`config.mk`:
```
export PLATFORM = sky130hd
export DESIGN_NAME = omsp_spm_cmd_sequencer
export DESIGN_NICKNAME = d
export VERILOG_FILES = /design/src/rtl/omsp_spm_cmd_sequencer_pkg.sv /design/src/rtl/omsp_spm_key_serializer.sv /design/src/rtl/omsp_spm_cmd_sequencer.sv
export SDC_FILE = /design/constraint.sdc
export NUM_CORES = 1
export LEC_CHECK = 0
export BUFFER_PORTS_ARGS = -buffer_cell sky130_fd_sc_hd__buf_2
export CAP_MARGIN = 20
export CORE_MARGIN = 10
export CORE_UTILIZATION = 53
export CTS_BUF_LIST = sky130_fd_sc_hd__clkbuf_16
export CTS_CLUSTER_SIZE = 20
export DETAILED_ROUTE_END_ITERATION = 10
export GPL_TIMING_DRIVEN = 0
export PLACE_DENSITY_LB_ADDON = 0.05
export SYNTH_ARGS = -nofsm -noshare
export SYNTH_HDL_FRONTEND = slang
export SYNTH_SLANG_ARGS = --single-unit
export TNS_END_PERCENT = 30
```
`constraint.sdc`:
```
create_clock -name i_mclk -period 2.3 [get_ports i_mclk]
set_clock_uncertainty 0.1 [all_clocks]
set_input_delay 0 -clock i_mclk [delete_from_list [all_inputs] [get_ports i_mclk]]
set_output_delay 0 -clock i_mclk [all_outputs]
set_load 0.1 [all_outputs]
```
`src/rtl/omsp_spm_cmd_sequencer_pkg.sv`:
```
// Shared encodings for the SPM command sequencer: command codes, FSM states, key sizing.
package omsp_spm_cmd_sequencer_pkg;

    localparam int unsigned SPM_SECURITY  = 64;
    localparam int unsigned SPM_KEY_WORDS = SPM_SECURITY / 16;

    typedef enum logic [1:0] {
        CMD_PROTECT   = 2'b00,
        CMD_UNPROTECT = 2'b01,
        CMD_VERIFY    = 2'b10,
        CMD_ILLEGAL   = 2'b11
    } spm_cmd_e;

    typedef enum logic [2:0] {
        StIdle,
        StIssue,
        StCheck,
        StWaitKey,
        StWriteKey,
        StDone,
        StFail
    } spm_state_e;

    function automatic int unsigned key_words(input int unsigned security);
        return security / 16;
    endfunction

endpackage

```
`src/rtl/omsp_spm_key_serializer.sv`:
```
// Holds the derived module key and streams it into the SPM array one 16-bit word per cycle,
// word 0 being the most significant word of the key.
module omsp_spm_key_serializer
    import omsp_spm_cmd_sequencer_pkg::*;
#(
    parameter int unsigned SECURITY     = SPM_SECURITY,
    parameter int unsigned KEY_IDX_SIZE = 2
) (
    input  logic                    i_clk,
    input  logic                    i_rst,
    input  logic                    i_load,
    input  logic                    i_clear,
    input  logic                    i_active,
    input  logic [SECURITY-1:0]     i_key_data,
    output logic                    o_write_key,
    output logic [15:0]             o_key_in,
    output logic [KEY_IDX_SIZE-1:0] o_key_idx,
    output logic                    o_last
);

    localparam int unsigned KEY_WORDS = key_words(SECURITY);

    logic [SECURITY-1:0]     r_key;
    logic [KEY_IDX_SIZE-1:0] r_cnt;
    logic [15:0]             w_words [KEY_WORDS];

    always_ff @(posedge i_clk) begin
        if (i_rst || i_clear) begin
            r_key <= '0;
        end else if (i_load) begin
            r_key <= i_key_data;
        end
    end

    always_ff @(posedge i_clk) begin
        if (i_rst || i_clear || i_load) begin
            r_cnt <= '0;
        end else if (i_active) begin
            r_cnt <= r_cnt + KEY_IDX_SIZE'(1);
        end
    end

    // The external bit numbering counts bit 0 as the MSB, so word 0 sits at the top.
    for (genvar g = 0; g < KEY_WORDS; g++) begin : g_word
        assign w_words[g] = r_key[SECURITY-1-16*g -: 16];
    end

    always_comb begin
        o_write_key = i_active;
        o_key_in    = i_active ? w_words[r_cnt] : '0;
        o_key_idx   = i_active ? r_cnt : '0;
        o_last      = (r_cnt == KEY_IDX_SIZE'(KEY_WORDS - 1));
    end

endmodule

```
`src/rtl/omsp_spm_cmd_sequencer.sv`:
```
// SPM command sequencer: issues protect/unprotect/verify to the SPM array and loads the module key.
// Optional build macro SPM_KEY_TIMEOUT_EN bounds the wait for the crypto unit's key.
module omsp_spm_cmd_sequencer
    import omsp_spm_cmd_sequencer_pkg::*;
#(
    parameter int unsigned SECURITY     = SPM_SECURITY,
    parameter int unsigned KEY_IDX_SIZE = 2,
    parameter int unsigned KEY_TIMEOUT  = 255
) (
    input  logic                    i_mclk,
    input  logic                    i_puc_rst,
    input  logic                    i_cmd_valid,
    input  logic [1:0]              i_cmd_type,
    output logic                    o_cmd_ready,
    input  logic                    i_violation,
    output logic                    o_key_req,
    input  logic                    i_key_valid,
    input  logic [SECURITY-1:0]     i_key_data,
    output logic                    o_update_spm,
    output logic                    o_enable_spm,
    output logic                    o_disable_spm,
    output logic                    o_verify_spm,
    output logic                    o_write_key,
    output logic [15:0]             o_key_in,
    output logic [KEY_IDX_SIZE-1:0] o_key_idx,
    output logic                    o_busy,
    output logic                    o_done,
    output logic                    o_fail
);

    if (SECURITY == 0 || SECURITY % 16 != 0) begin : g_bad_security
        $error("SECURITY must be a nonzero multiple of 16");
    end
    if ((1 << KEY_IDX_SIZE) != SECURITY / 16) begin : g_bad_idx
        $error("2**KEY_IDX_SIZE must equal SECURITY/16");
    end
    if (KEY_TIMEOUT == 0) begin : g_bad_timeout
        $error("KEY_TIMEOUT must be at least 1");
    end

    spm_state_e r_state;
    spm_state_e w_state_nxt;
    spm_cmd_e   r_cmd;
    logic       w_capture;
    logic       w_clear;
    logic       w_last;
    logic       w_tmo_expired;

    always_ff @(posedge i_mclk) begin
        if (i_puc_rst) begin
            r_state <= StIdle;
            r_cmd   <= CMD_PROTECT;
        end else begin
            r_state <= w_state_nxt;
            if (r_state == StIdle && i_cmd_valid) begin
                r_cmd <= spm_cmd_e'(i_cmd_type);
            end
        end
    end

`ifdef SPM_KEY_TIMEOUT_EN
    localparam int unsigned TMO_W = $clog2(KEY_TIMEOUT + 1);

    logic [TMO_W-1:0] r_tmo;

    // Held at the limit outside WAIT_KEY, so it is freshly loaded on every entry.
    always_ff @(posedge i_mclk) begin
        if (i_puc_rst) begin
            r_tmo <= '0;
        end else if (r_state != StWaitKey) begin
            r_tmo <= TMO_W'(KEY_TIMEOUT);
        end else if (r_tmo != '0) begin
            r_tmo <= r_tmo - TMO_W'(1);
        end
    end

    assign w_tmo_expired = (r_tmo == '0);
`else
    assign w_tmo_expired = 1'b0;
`endif

    always_comb begin
        w_state_nxt = r_state;
        w_capture   = 1'b0;
        unique case (r_state)
            StIdle: begin
                if (i_cmd_valid) begin
                    w_state_nxt = (spm_cmd_e'(i_cmd_type) == CMD_ILLEGAL) ? StFail : StIssue;
                end
            end
            StIssue: begin
                w_state_nxt = (r_cmd == CMD_UNPROTECT) ? StDone : StCheck;
            end
            StCheck: begin
                if (i_violation) begin
                    w_state_nxt = StFail;
                end else if (r_cmd == CMD_VERIFY) begin
                    w_state_nxt = StDone;
                end else begin
                    w_state_nxt = StWaitKey;
                end
            end
            StWaitKey: begin
                // A key arriving on the expiry cycle still wins over the timeout.
                if (i_key_valid) begin
                    w_capture   = 1'b1;
                    w_state_nxt = StWriteKey;
                end else if (w_tmo_expired) begin
                    w_state_nxt = StFail;
                end
            end
            StWriteKey: begin
                if (w_last) begin
                    w_state_nxt = StDone;
                end
            end
            StDone, StFail: begin
                w_state_nxt = StIdle;
            end
            default: begin
                w_state_nxt = StIdle;
            end
        endcase
        w_clear = (w_state_nxt == StDone) || (w_state_nxt == StFail);
    end

    omsp_spm_key_serializer #(
        .SECURITY     (SECURITY),
        .KEY_IDX_SIZE (KEY_IDX_SIZE)
    ) u_ser (
        .i_clk       (i_mclk),
        .i_rst       (i_puc_rst),
        .i_load      (w_capture),
        .i_clear     (w_clear),
        .i_active    (r_state == StWriteKey),
        .i_key_data  (i_key_data),
        .o_write_key (o_write_key),
        .o_key_in    (o_key_in),
        .o_key_idx   (o_key_idx),
        .o_last      (w_last)
    );

    always_comb begin
        o_cmd_ready   = (r_state == StIdle);
        o_busy        = (r_state != StIdle);
        o_update_spm  = (r_state == StIssue) &&
                        (r_cmd == CMD_PROTECT || r_cmd == CMD_UNPROTECT);
        o_enable_spm  = (r_state == StIssue) && (r_cmd == CMD_PROTECT);
        o_disable_spm = (r_state == StIssue) && (r_cmd == CMD_UNPROTECT);
        o_verify_spm  = (r_state == StIssue) && (r_cmd == CMD_VERIFY);
        o_key_req     = (r_state == StWaitKey);
        o_done        = (r_state == StDone);
        o_fail        = (r_state == StFail);
    end

endmodule

```
* Word-level counts from Yosys, hierarchy flattened
Index checks and enable logic that the tools add are counted.
** Word-level totals
- Bits in registers :: 71
- Latch bits :: 0
- Memory bits (writable) :: 0
- Memory bits (read-only) :: 0
- Input port bits :: 71
- Output and inout bits :: 28
- Logic and storage cells :: 46
- Memories :: 0
** Operators by class
- $add $sub $neg :: 1
- $mul :: 0
- Div/mod/pow operators :: 0
- Order comparisons :: 1
- Equality and inequality tests :: 12
- Shift operators :: 0
- Multiplexer cells :: 15
- Bitwise logic cells :: 1
- Reduce and logical (&&, ||, !) cells :: 12
** Operator list (number)
- two-way mux 16 bit :: 3
- binary-select mux 16 bit (select 2 bit) :: 1
- two-way mux 3 bit :: 7
- equality test 3 bit, second input constant :: 5
- one-hot mux 3 bit (5 select lines) :: 1
- equality test 2 bit, second input constant :: 3
- equality test 3 x 2 -> 1 bit, second input constant :: 2
- logical AND 1 bit :: 5
- logical OR 1 bit :: 4
- equality test 3 x 1 -> 1 bit, second input constant :: 1
- >= comparator 3 bit, second input constant :: 1
- zero test 3 bit :: 1
- NOT 2 -> 3 bit :: 1
- nonzero test 3 bit :: 1
- adder 2 x 1 -> 2 bit, second input constant :: 1
- equality test 2 x 1 -> 1 bit, second input constant :: 1
- zero test 2 bit :: 1
- two-way mux 1 bit :: 2
- two-way mux 2 bit :: 1

* Logic depth before layout (Yosys ltp)
- Word-level depth :: 8
- Depth in mapped cells :: 8
- Mapped depth without buffers :: 5

* Modules after synthesis
A second synthesis with hierarchy kept.
** Second synthesis, totals
- Cells, all modules :: 330
- Area, all modules :: 3383.2 µm²
** By module, submodules not included
- omsp_spm_key_serializer :: times used 1, cells each 275, area an instance 2966.6 µm², sequential area each 1321.3 µm²
- omsp_spm_cmd_sequencer :: times used 1, cells each 55, area an instance 416.6 µm², sequential area each 100.1 µm²

* Least setup slack after synthesis
No wires, ideal clock.
- Path type :: register to output
- From :: register r_state[0]
- To :: output o_enable_spm
- Arrival :: 2800 ps
- Required time :: 2200 ps
- Path slack :: -600 ps
- Cell stages (with the launch flop) :: 3
- Path buffers :: 0
- Cells stage by stage :: dfxtp_1 > or3b_1 > nor3_1
** On the way
- Cells in the longest elaborated chain, start to end :: 2
** RTL lines
- start, declared :: RTL line omsp_spm_cmd_sequencer.sv:41 : spm_state_e r_state;
- start signal, assigned :: RTL line omsp_spm_cmd_sequencer.sv:51 : r_state <= StIdle;
- start signal, assigned :: RTL line omsp_spm_cmd_sequencer.sv:54 : r_state <= w_state_nxt;
- equality test 3 x 1 -> 1 bit :: RTL line omsp_spm_cmd_sequencer.sv:148 : o_enable_spm = (r_state == StIssue) && (r_cmd == CMD_PROTECT);
- logical AND 1 bit :: RTL line omsp_spm_cmd_sequencer.sv:148
- end, declared :: RTL line omsp_spm_cmd_sequencer.sv:20 : output logic o_enable_spm,
Every way passes these cells.

* Worst setup path in the final report
- From :: register r_state[0]
- To :: output o_key_in[6]
** On the way
- Cells in the longest elaborated chain, start to end :: 2
** RTL lines
- equality test 3 bit :: RTL line omsp_spm_cmd_sequencer.sv:135 : .i_active (r_state == StWriteKey),
- two-way mux 16 bit :: RTL line omsp_spm_key_serializer.sv:50 : o_key_in = i_active ? w_words[r_cnt] : '0;
- end, declared :: RTL line omsp_spm_cmd_sequencer.sv:24 : output logic [15:0] o_key_in,
Every way passes these cells.

==> metrics.yaml <==
outcome:
  status: "finished, final reports clean"
placed_design:
  gp_congestion: 0.810
  dp_hpwl_microns: 7740
  port-buffer-count: 97
  dpl-instance-area_sq_um: 4240
cts:
  clkTransAtPathRegs_ps: 60
  cts_tree: "built"
  clkLatencyLatePin_ps: 330
  cts_post_setup_buffers_inserted: 0
  htree_num_levels: 3
  cts.sinks: 71
  cts-root-buf: "clkbuf_16"
  cts_buffers: 9
  cts_buffer_depth: 2
die:
  std_cell_rows: 30
  die_h_microns: 103
  core_area_sq_um: 6720
  dieArea_sq_um: 10600
  ios: 99
  start_util_pct: 54.2
  die_x_microns: 103
critical_path:
  slowest_stage: "buf_2"
  critical_path_class: "reg -> out"
  rr_worst_depth: 7
  end_kind: "primary output"
  cpPeakStageDelay_ps: 430
  cp_common_cell: "buf_2"
  start_kind: "flip-flop"
  cp.arrival_ps: 2140
  crit_required_ps: 2200
  path_cells: "buf_2, nor2_2, clkbuf_2, and3_1, buf_2"
  critPathMaxFanout: 10
synth:
  synth_top_area_share_pct: 39.1
  synth_edf_count: 0
  yosysWarnings: 0
  synth-main-ff-cell: "dfxtp_1"
  ys_seq_area_share_pct: 39.1
  async_flop_share_pct: 0
  syn_inst: 321
  synth_top_cell_by_area: "dfxtp_1"
  synth_area_leaders: "dfxtp_1, mux2i_1, nor3_2"
  syn-cell-area_sq_um: 3640
  ys_seq_elements: 71
  synth_cell_types: 39
  synth.net_count: 393
  syn_area_per_cell_sq_um: 11.3
global_route:
  grtUsageTotal_pct: 22.7
  grt_start_max_net_pins: 13
  gr-usage-met1_pct: 26.1
  busiest_layer: "met2"
  grtUsageMet3_pct: 5.56
  grt_pass1_wl_microns: 18300
  met2_usage_pct: 39.6
  antenna_found_initial: 0
  grt_pass1_vias: 3487
  grt_overflow: 0
sta:
  rsz0062_at_grt: "false"
  relSlewSlack_pct: 44.1
  drv_slew: 0
  layout_min_cycle_time_ps: 2240
  hold_viol: 0
  period_share_pct: 97.5
  setup_violations: 0
  worst_pin_slew_ps: 838
  max_freq_mhz: 446
detailed_routing:
  first_pass_iters: 4
  wirelength_microns: 11500
  drtAntennaViolNets: 0
  post-route-drc-count: 0
  vias_per_cell: 5.50
  num_vias: 3212
  drt_iter0_markers: 142
  wire_per_inst_microns: 19.7
finish:
  final_common_cell: "buf_2"
  layout_common_cells: "buf_2, dfxtp_1, dlygate4sd3_1, mux2i_1, nor3_2"
  seqCellArea_sq_um: 1420
  fin_area_sq_um: 5270
  multi_input_area_sq_um: 1990
  fin_nets: 570
  nFillCells: 457
  area_growth_pct: 44.7
  drive_above_1_share_pct: 39.8
  utilization_pct: 78.4
power_and_ir_drop:
  power.leakage_nw: 2.14
  power_density_nw_per_um2: 736
  ir_drop_uv: 526
  p_total_mw: 3.88
job:
  maxCapViolCount: 0
hold_path:
  hold_class: "in -> reg"
  hold_path_depth: 4
-- timing repair --
item,in CTS,in global routing
gates resized for setup,5,4
hold buffers,69,0
setup endpoints to repair,12,4
hold endpoints to repair,69,0
-- cell usage after synthesis (2+ instances only) --
master / count
buf_12: 4
nand3_1: 3
buf_1: 2
mux2i_1: 64
inv_1: 3
nand2b_1: 3
nor4_1: 2
mux4_2: 16
dfxtp_1: 71
a21oi_1: 6
nor2_2: 2
a21o_1: 2
and3_1: 19
clkbuf_1: 11
nor2b_1: 2
nor3_1: 25
a221oi_1: 2
buf_2: 10
nor2_1: 6
nor3_2: 40
nand2_1: 7
clkbuf_4: 4
-- metal layers --
layer / up-vias / wire, microns
met5: - / 0
met4: 0 / 242
met3: 24 / 827
met2: 118 / 5840
met1: 1534 / 4600
li1: 1536 / -
-- worst max-delay path, delay by kind of cell (launching register included) --
| kind | cells | cell delay [ps] |
|---|---|---|
| buf+inv | 3 | 950 |
| flops | 1 | 340 |
| simple gates | 2 | 520 |
-- stage by stage --
step	cells	setup TNS (ps)	hold slack, ps	setup WS (ps)
finish	584	0	46.3	58.3
floorplan	321	-28.8	36.0	-25.0
global route	583	0	102	6.60
CTS	583	0	46.8	27.0
detailed placement	498	0	175	109
global placement	498	0	165	157
-- state kept, by name, indices dropped and copies added (netlist names) --
signal and count:
r_cmd 2, r_state 3, u_ser.r_cnt 2, u_ser.r_key 64
-- area by class of cell --
class | count | area share [%]
Multi-Input combinational cell | 213 | 37.8
Sequential cell | 71 | 27.0
Timing Repair Buffer | 166 | 22.4
Buffer | 33 | 4.59
Clock buffer | 9 | 4.28
Tap cell | 80 | 1.90
Clock inverter | 7 | 1.69
Inverter | 4 | 0.333
Antenna cell | 1 | 0.0475
-- kinds of logic after synthesis --
group | share of synthesized area (%)
flip-flops | 39.1
adder cells (fa/ha/maj) | 0.344
multiplexers | 27.5
XOR/XNOR | 0.241
buffers and inverters | 6.67
AO/OA/AOI/OAI | 3.09
AND/OR/NAND/NOR | 23.1
-- final timing paths --
| path | startpoint | slack [ps] | end |
|---|---|---|---|
| hold reg to reg | u_ser.r_key[27] | 430 | u_ser.r_key[27] |
| setup reg to reg | r_state[0] | 200 | u_ser.r_key[9] |
| hold / removal | i_cmd_valid | 50 | r_state[0] |
| setup / recovery | r_state[0] | 60 | o_key_in[6] |
-- power breakdown --
part	internal (mW)	switching [mW]	leakage (nW)	total (mW)
registers	1.26	0.0286	0.573	1.29
logic	0.400	0.709	1.41	1.11
clock network	0.941	0.534	0.154	1.48
total	2.61	1.27	2.14	3.88
No activity file was read; power rests on OpenSTA's default activity.
